`src/rtl/bus_arb_mux.sv`:
```
// rtl/bus_arb_mux.sv - priority bus multiplexer with hold, conflict tracking and ownership FSM
module bus_arb_mux #(
    parameter int WIDTH      = 32,
    parameter int N_SRC      = 25,
    parameter int IDX_W      = 5,
    parameter bit HOLD_EMPTY = 1'b1,
    parameter int CNT_W      = 8
) (
    input  logic                   clk,
    input  logic                   clr_n,
    input  logic [N_SRC*WIDTH-1:0] src_data,
    input  logic [N_SRC-1:0]       src_out,
    input  logic                   err_clr,
    output logic [WIDTH-1:0]       bus_out,
    output logic [IDX_W-1:0]       sel_idx,
    output logic                   sel_valid,
    output logic [WIDTH-1:0]       bus_q,
    output logic                   bus_q_valid,
    output logic                   owner_change,
    output logic                   conflict,
    output logic                   conflict_sticky,
    output logic [CNT_W-1:0]       conflict_cnt,
    output logic [1:0]             state
);

    typedef enum logic [1:0] {
        ST_IDLE    = 2'd0,
        ST_OWNED   = 2'd1,
        ST_CONTEND = 2'd2
    } state_t;

    state_t             r_state;
    logic [WIDTH-1:0]   r_hold_q;
    logic [WIDTH-1:0]   r_bus_q;
    logic               r_bus_q_valid;
    logic               r_owner_change;
    logic               r_sticky;
    logic [CNT_W-1:0]   r_cnt;
    logic [IDX_W-1:0]   r_prev_idx;
    logic               r_prev_valid;

    logic [IDX_W-1:0]   w_idx;
    logic [WIDTH-1:0]   w_win_data;
    logic               w_any;
    logic               w_multi;
    logic [WIDTH-1:0]   w_bus;
    logic [CNT_W-1:0]   w_cnt_base;

    // Ascending scan: the last enabled source seen is the highest index, so it wins.
    always_comb begin
        w_idx      = '0;
        w_win_data = '0;
        w_any      = 1'b0;
        w_multi    = 1'b0;
        for (int i = 0; i < N_SRC; i++) begin
            if (src_out[i]) begin
                if (w_any) w_multi = 1'b1;
                w_any      = 1'b1;
                w_idx      = IDX_W'(i);
                w_win_data = src_data[i*WIDTH +: WIDTH];
            end
        end
    end

    always_comb begin
        w_bus = '0;
        if (w_any)           w_bus = w_win_data;
        else if (HOLD_EMPTY) w_bus = r_hold_q;
    end

    // Clear takes effect before the current cycle's conflict is recorded.
    assign w_cnt_base = err_clr ? '0 : r_cnt;

    always_ff @(posedge clk) begin
        if (!clr_n) begin
            r_state        <= ST_IDLE;
            r_hold_q       <= '0;
            r_bus_q        <= '0;
            r_bus_q_valid  <= 1'b0;
            r_owner_change <= 1'b0;
            r_sticky       <= 1'b0;
            r_cnt          <= '0;
            r_prev_idx     <= '0;
            r_prev_valid   <= 1'b0;
        end else begin
            if (w_any) r_hold_q <= w_bus;
            r_bus_q        <= w_bus;
            r_bus_q_valid  <= w_any;
            r_owner_change <= w_any & r_prev_valid & (w_idx != r_prev_idx);
            r_prev_idx     <= w_idx;
            r_prev_valid   <= w_any;
            r_sticky       <= (err_clr ? 1'b0 : r_sticky) | w_multi;
            if (w_multi && (w_cnt_base != {CNT_W{1'b1}}))
                r_cnt <= w_cnt_base + 1'b1;
            else
                r_cnt <= w_cnt_base;
            case (r_state)
                ST_IDLE:    r_state <= w_multi ? ST_CONTEND : (w_any ? ST_OWNED : ST_IDLE);
                ST_OWNED:   r_state <= w_multi ? ST_CONTEND : (w_any ? ST_OWNED : ST_IDLE);
                ST_CONTEND: r_state <= w_multi ? ST_CONTEND : (w_any ? ST_OWNED : ST_IDLE);
                default:    r_state <= ST_IDLE;
            endcase
        end
    end

    assign bus_out         = w_bus;
    assign sel_idx         = w_idx;
    assign sel_valid       = w_any;
    assign conflict        = w_multi;
    assign bus_q           = r_bus_q;
    assign bus_q_valid     = r_bus_q_valid;
    assign owner_change    = r_owner_change;
    assign conflict_sticky = r_sticky;
    assign conflict_cnt    = r_cnt;
    assign state           = r_state;

endmodule

```
`config.mk`:
```
export PLATFORM = sky130hd
export DESIGN_NAME = bus_arb_mux
export DESIGN_NICKNAME = d
export VERILOG_FILES = /design/src/rtl/bus_arb_mux.sv
export SDC_FILE = /design/constraint.sdc
export NUM_CORES = 1
export LEC_CHECK = 0
export ABC_AREA = 1
export BUFFER_PORTS_ARGS = -buffer_cell sky130_fd_sc_hd__buf_2
export CORE_AREA = 2 2 358 360
export DETAILED_ROUTE_END_ITERATION = 16
export DIE_AREA = 0 0 360 362
export GPL_TIMING_DRIVEN = 0
export SLEW_MARGIN = 20
export SYNTH_ARGS = -nofsm -noshare
export SYNTH_HDL_FRONTEND = slang
export SYNTH_SLANG_ARGS = --single-unit
```
`constraint.sdc`:
```
create_clock -name clk -period 1.9 [get_ports clk]
set_input_delay 0.095 -clock clk [delete_from_list [all_inputs] [get_ports clk]]
set_output_delay 0.095 -clock clk [all_outputs]
set_load 0.02 [all_outputs]
```
==> run_results.csv <==
group,metric,value,unit
detailed_routing,vias_per_cell,4.13,
synth,yosysTopAreaCellShare,0.249,
global_route,grt_max_degree,16,
outcome,violations,"setup timing",
setup_path,crit_slowest_cell,"buf_6",
setup_path,r2r_cells,11,
timing,setup_ws,-0.627,ns
synth,netlist_top_cells_area,"nand2_1, dfxtp_1, o221a_2, a221oi_1, a21oi_1",
setup_path,crit_end,"bus_out[19]",
synth,synth-edff-count,0,
timing,period_minus_slack,2.53,ns
setup_path,path_common_cell,"nand2_2",
clock_network,path_clk_slew,0.07,ns
synth,synth-main-ff-cell,"dfxtp_1",
timing,slew_headroom,0.196,
setup_path,rrSetupSlack,-0.13,ns
clock_network,cts.htree.levels,3,
placed_design,place_area,0.0167,sq mm
pwr,ir_worst_vdd,0.431,mV
clock_network,cts.sink_count,82,
placed_design,dpl.cell_count,4263,
timing,period_share,1.33,
detailed_routing,first_pass_iters,5,
floorplanning,ios,912,
global_route,grtUsageTotal,0.181,
synth,synth_fp_nets,2530,
floorplanning,dieArea,0.130,sq mm
timing,final.setup_skew,0.00774,ns
global_route,grt_pass1_vias,17700,
synth,yosysMostFrequentCell,"nand2_1",
setup_path,end_kind,"output port",
clock_network,numCtsBuffers,9,
layout,final_area,0.0229,sq mm
synth,synth_top_family_by_area,"simple AND/OR/NAND/NOR gates",
timing,setup_viol,109,
timing,clock.fmax,396,MHz
synth,synth_adder_area_share,0.00125,
synth,yosysSeqAreaShare,0.163,
clock_network,worstSkewPairLatency,0.37,ns
synth,yosys.area.top_type,"nand2_1",
synth,syn-instance-count,1701,
run,maxCapViolations,0,
global_route,grt_pass1_wl,159,mm
floorplanning,initial_core_util,0.0793,
global_route,antenna_found_initial,54,
timing,final_max_slew_viol_count,0,
global_route,grt_overflow_total,0,
clock_network,cts_buffer_depth,2,
layout,final_net_count,3571,
clock_network,cts_tree,"built",
pwr,p_leak,10.3,nW
floorplanning,die_x,360,um
detailed_routing,drc_errors,0,
layout,drive_above_1_share,0.702,
synth,ys_types,42,
min_path,min_path_cells,3,
setup_path,timing.rr.end,"conflict_cnt[6]",
setup_path,critical_path.startpoint_type,"input port",
min_path,holdCritPathClass,"input port to flip-flop",
detailed_routing,vias,18300,
detailed_routing,postRouteAntennaNets,0,
setup_path,criticalPathCategory,"input port to output port",
setup_path,slowest_delay,0.18,ns
synth,syn_area,0.0100,sq mm
synth,synth_common_cells,"nand2_1, nor2_1, a221oi_1",
synth,synth_compound_area_frac,0.365,
synth,async_flop_share,0,
outcome,status,"finished, violations left",
synth,synthSimpleGateAreaFrac,0.375,
synth,syn_area_per_cell,5.91,sq um
detailed_routing,wl_per_cell,28.1,um
pwr,p_per_area,396,mW/mm^2
synth,yosysWarnings,0,
floorplanning,core_area,0.127,sq mm
placed_design,dp_hpwl,109,mm
setup_path,crit_chain,"buf_12, clkinvlp_4, nand2_4, nor2_4, buf_12, buf_8, buf_6, nand2_2, nand3_2, o21ai_2, nand2_1, nand2_2, nand2_4, nand2_4, nand2_4, nand2_2, nand2_2, nand2_4, nand2_2, nand2_1, nand2_1, o21ai_2, nand2_2, buf_6",
floorplanning,fp.dieH,362,um
setup_path,cp_max_fo,6,
setup_path,cp_data_required_time,1.80,ns
detailed_routing,routed_wl,125,mm
detailed_routing,drtIter0Drc,1497,
synth,synthMuxAreaShare,0,
synth,synth_xor_area_frac,0.00523,
layout,final_cells,4436,
synth,yosys_register_bits,82,
timing,grt_setup_unrepaired,"true",
timing,worst_pin_slew,1.21,ns
placed_design,gp_congestion,0.990,
placed_design,portBuffers,900,
setup_path,cp_data_arrival_time,2.43,ns
setup_path,startpoint,"src_out[2]",
setup_path,rr_startpoint,"conflict_cnt[0]",
floorplanning,row_count,131,
timing,final_hold_viol_count,0,
layout,syn2layout_area_growth,128,%
clock_network,root_buffer,"clkbuf_16",
-- report_power, final --
| group | internal, W | leakage, nW | switching (W) | total [W] |
|---|---|---|---|---|
| clock | 0.00104 | 0.142 | 0.000881 | 0.00192 |
| sequential | 0.00184 | 0.682 | 0.0000330 | 0.00187 |
| combinational | 0.00209 | 9.43 | 0.00319 | 0.00528 |
| total | 0.00497 | 10.3 | 0.00411 | 0.00907 |
-- cell families after synthesis --
group	after synthesis
adder cells (fa/ha/maj)	1
buffers and inverters	223
AND/OR/NAND/NOR	926
AO/OA/AOI/OAI	463
flip-flops	82
XOR/XNOR	6
-- layout by cell type (no fill, tap or decap), types with 5 or more instances in the layout --
cell          n
clkbuf_4     15
nor2_4       21
buf_4        78
clkbuf_8     12
buf_8        10
o21ai_4       7
o221a_2     121
diode_2      27
or2_0         5
nand2_8      33
buf_2       865
or2_2        12
dfxtp_1      82
a221oi_2     32
nand2_2     195
nand3_4      18
o211ai_1      6
buf_12       13
inv_1        58
a21oi_1      79
a21oi_4      11
nand3_2      17
o21ai_2      25
nand3_1      11
buf_6        94
inv_2        18
clkbuf_16    15
clkinvlp_4   13
a31oi_1       8
nand2_4     193
a221oi_1     95
nand2_1     256
nor2_2       10
nor2_1      139
a211oi_1      7
clkbuf_1     40
o21ai_1       9
a221oi_4      8
a21oi_2      41
clkbuf_2     19
-- how the worst min path moves through the flow --
stage	startpoint	end	slack, ns
after floorplan	clr_n	conflict_cnt[6]	0.22
after global placement	src_data[779]	r_hold_q[11]	0.40
after detailed placement	src_data[782]	bus_q[14]	0.41
after CTS	src_data[784]	r_hold_q[16]	0.004
after global routing	clr_n	conflict_cnt[6]	0.02
final	src_data[784]	r_hold_q[16]	0.01
-- layout make-up --
| class | count | area [sq um] |
|---|---|---|
| inverters | 99 | 455 |
| clock buffers | 10 | 229 |
| flip-flops and latches | 82 | 1640 |
| fillers | 14500 | 104000 |
| diodes | 27 | 67.6 |
| plain buffers | 124 | 1030 |
| clock inverters | 6 | 73.8 |
| well taps | 1662 | 2080 |
| multi-input cells | 1396 | 11300 |
| repair buffers | 1030 | 6080 |
-- what timing repair did --
action                     4_1_cts  5_1_grt
gates cloned                     3        0
buffers inserted               111       24
hold endpoints to repair         1        0
resized for setup             1032      241
pin swaps                      205      207
hold buffers                     1        0
setup endpoints to repair      118      112
-- sequential cells by signal, indices dropped and copies added (netlist names) --
signal	cells
bus_q	32
conflict_cnt	8
conflict_sticky	1
owner_change	1
r_hold_q	32
r_prev_idx	5
r_prev_valid	1
state	2
-- critical path, delay by kind of cell --
family / cells / cell delay, ns
compound gates: 2 / 0.23
buf+inv: 6 / 0.76
simple gates: 16 / 1.33
-- routing by layer --
metal,routed length [um],part of all wire,track usage,up-vias
met5,195,0.0016,0,-
met4,4260,0.034,0.0474,30
met3,10500,0.085,0.0488,197
met2,52500,0.42,0.272,1087
met1,57200,0.46,0.254,8850
li1,-,-,-,8141
-- through the flow --
stage	TNS, ns	total power (W)	hold slack, ns	utilization	setup WS, ns
after global placement	-207.23	0.00564	0.403	0.131	-2.51
final	-30.99	0.00907	0.00989	0.181	-0.627
after CTS	-29.22	0.00874	0.00450	0.172	-0.643
after floorplan	-0.0352	0.00338	0.215	-	-0.0352
after global routing	-41.24	0.00945	0.0225	0.181	-0.718
after detailed placement	-183.80	0.00564	0.407	0.131	-2.23
Power figures use the tool's default switching activity.
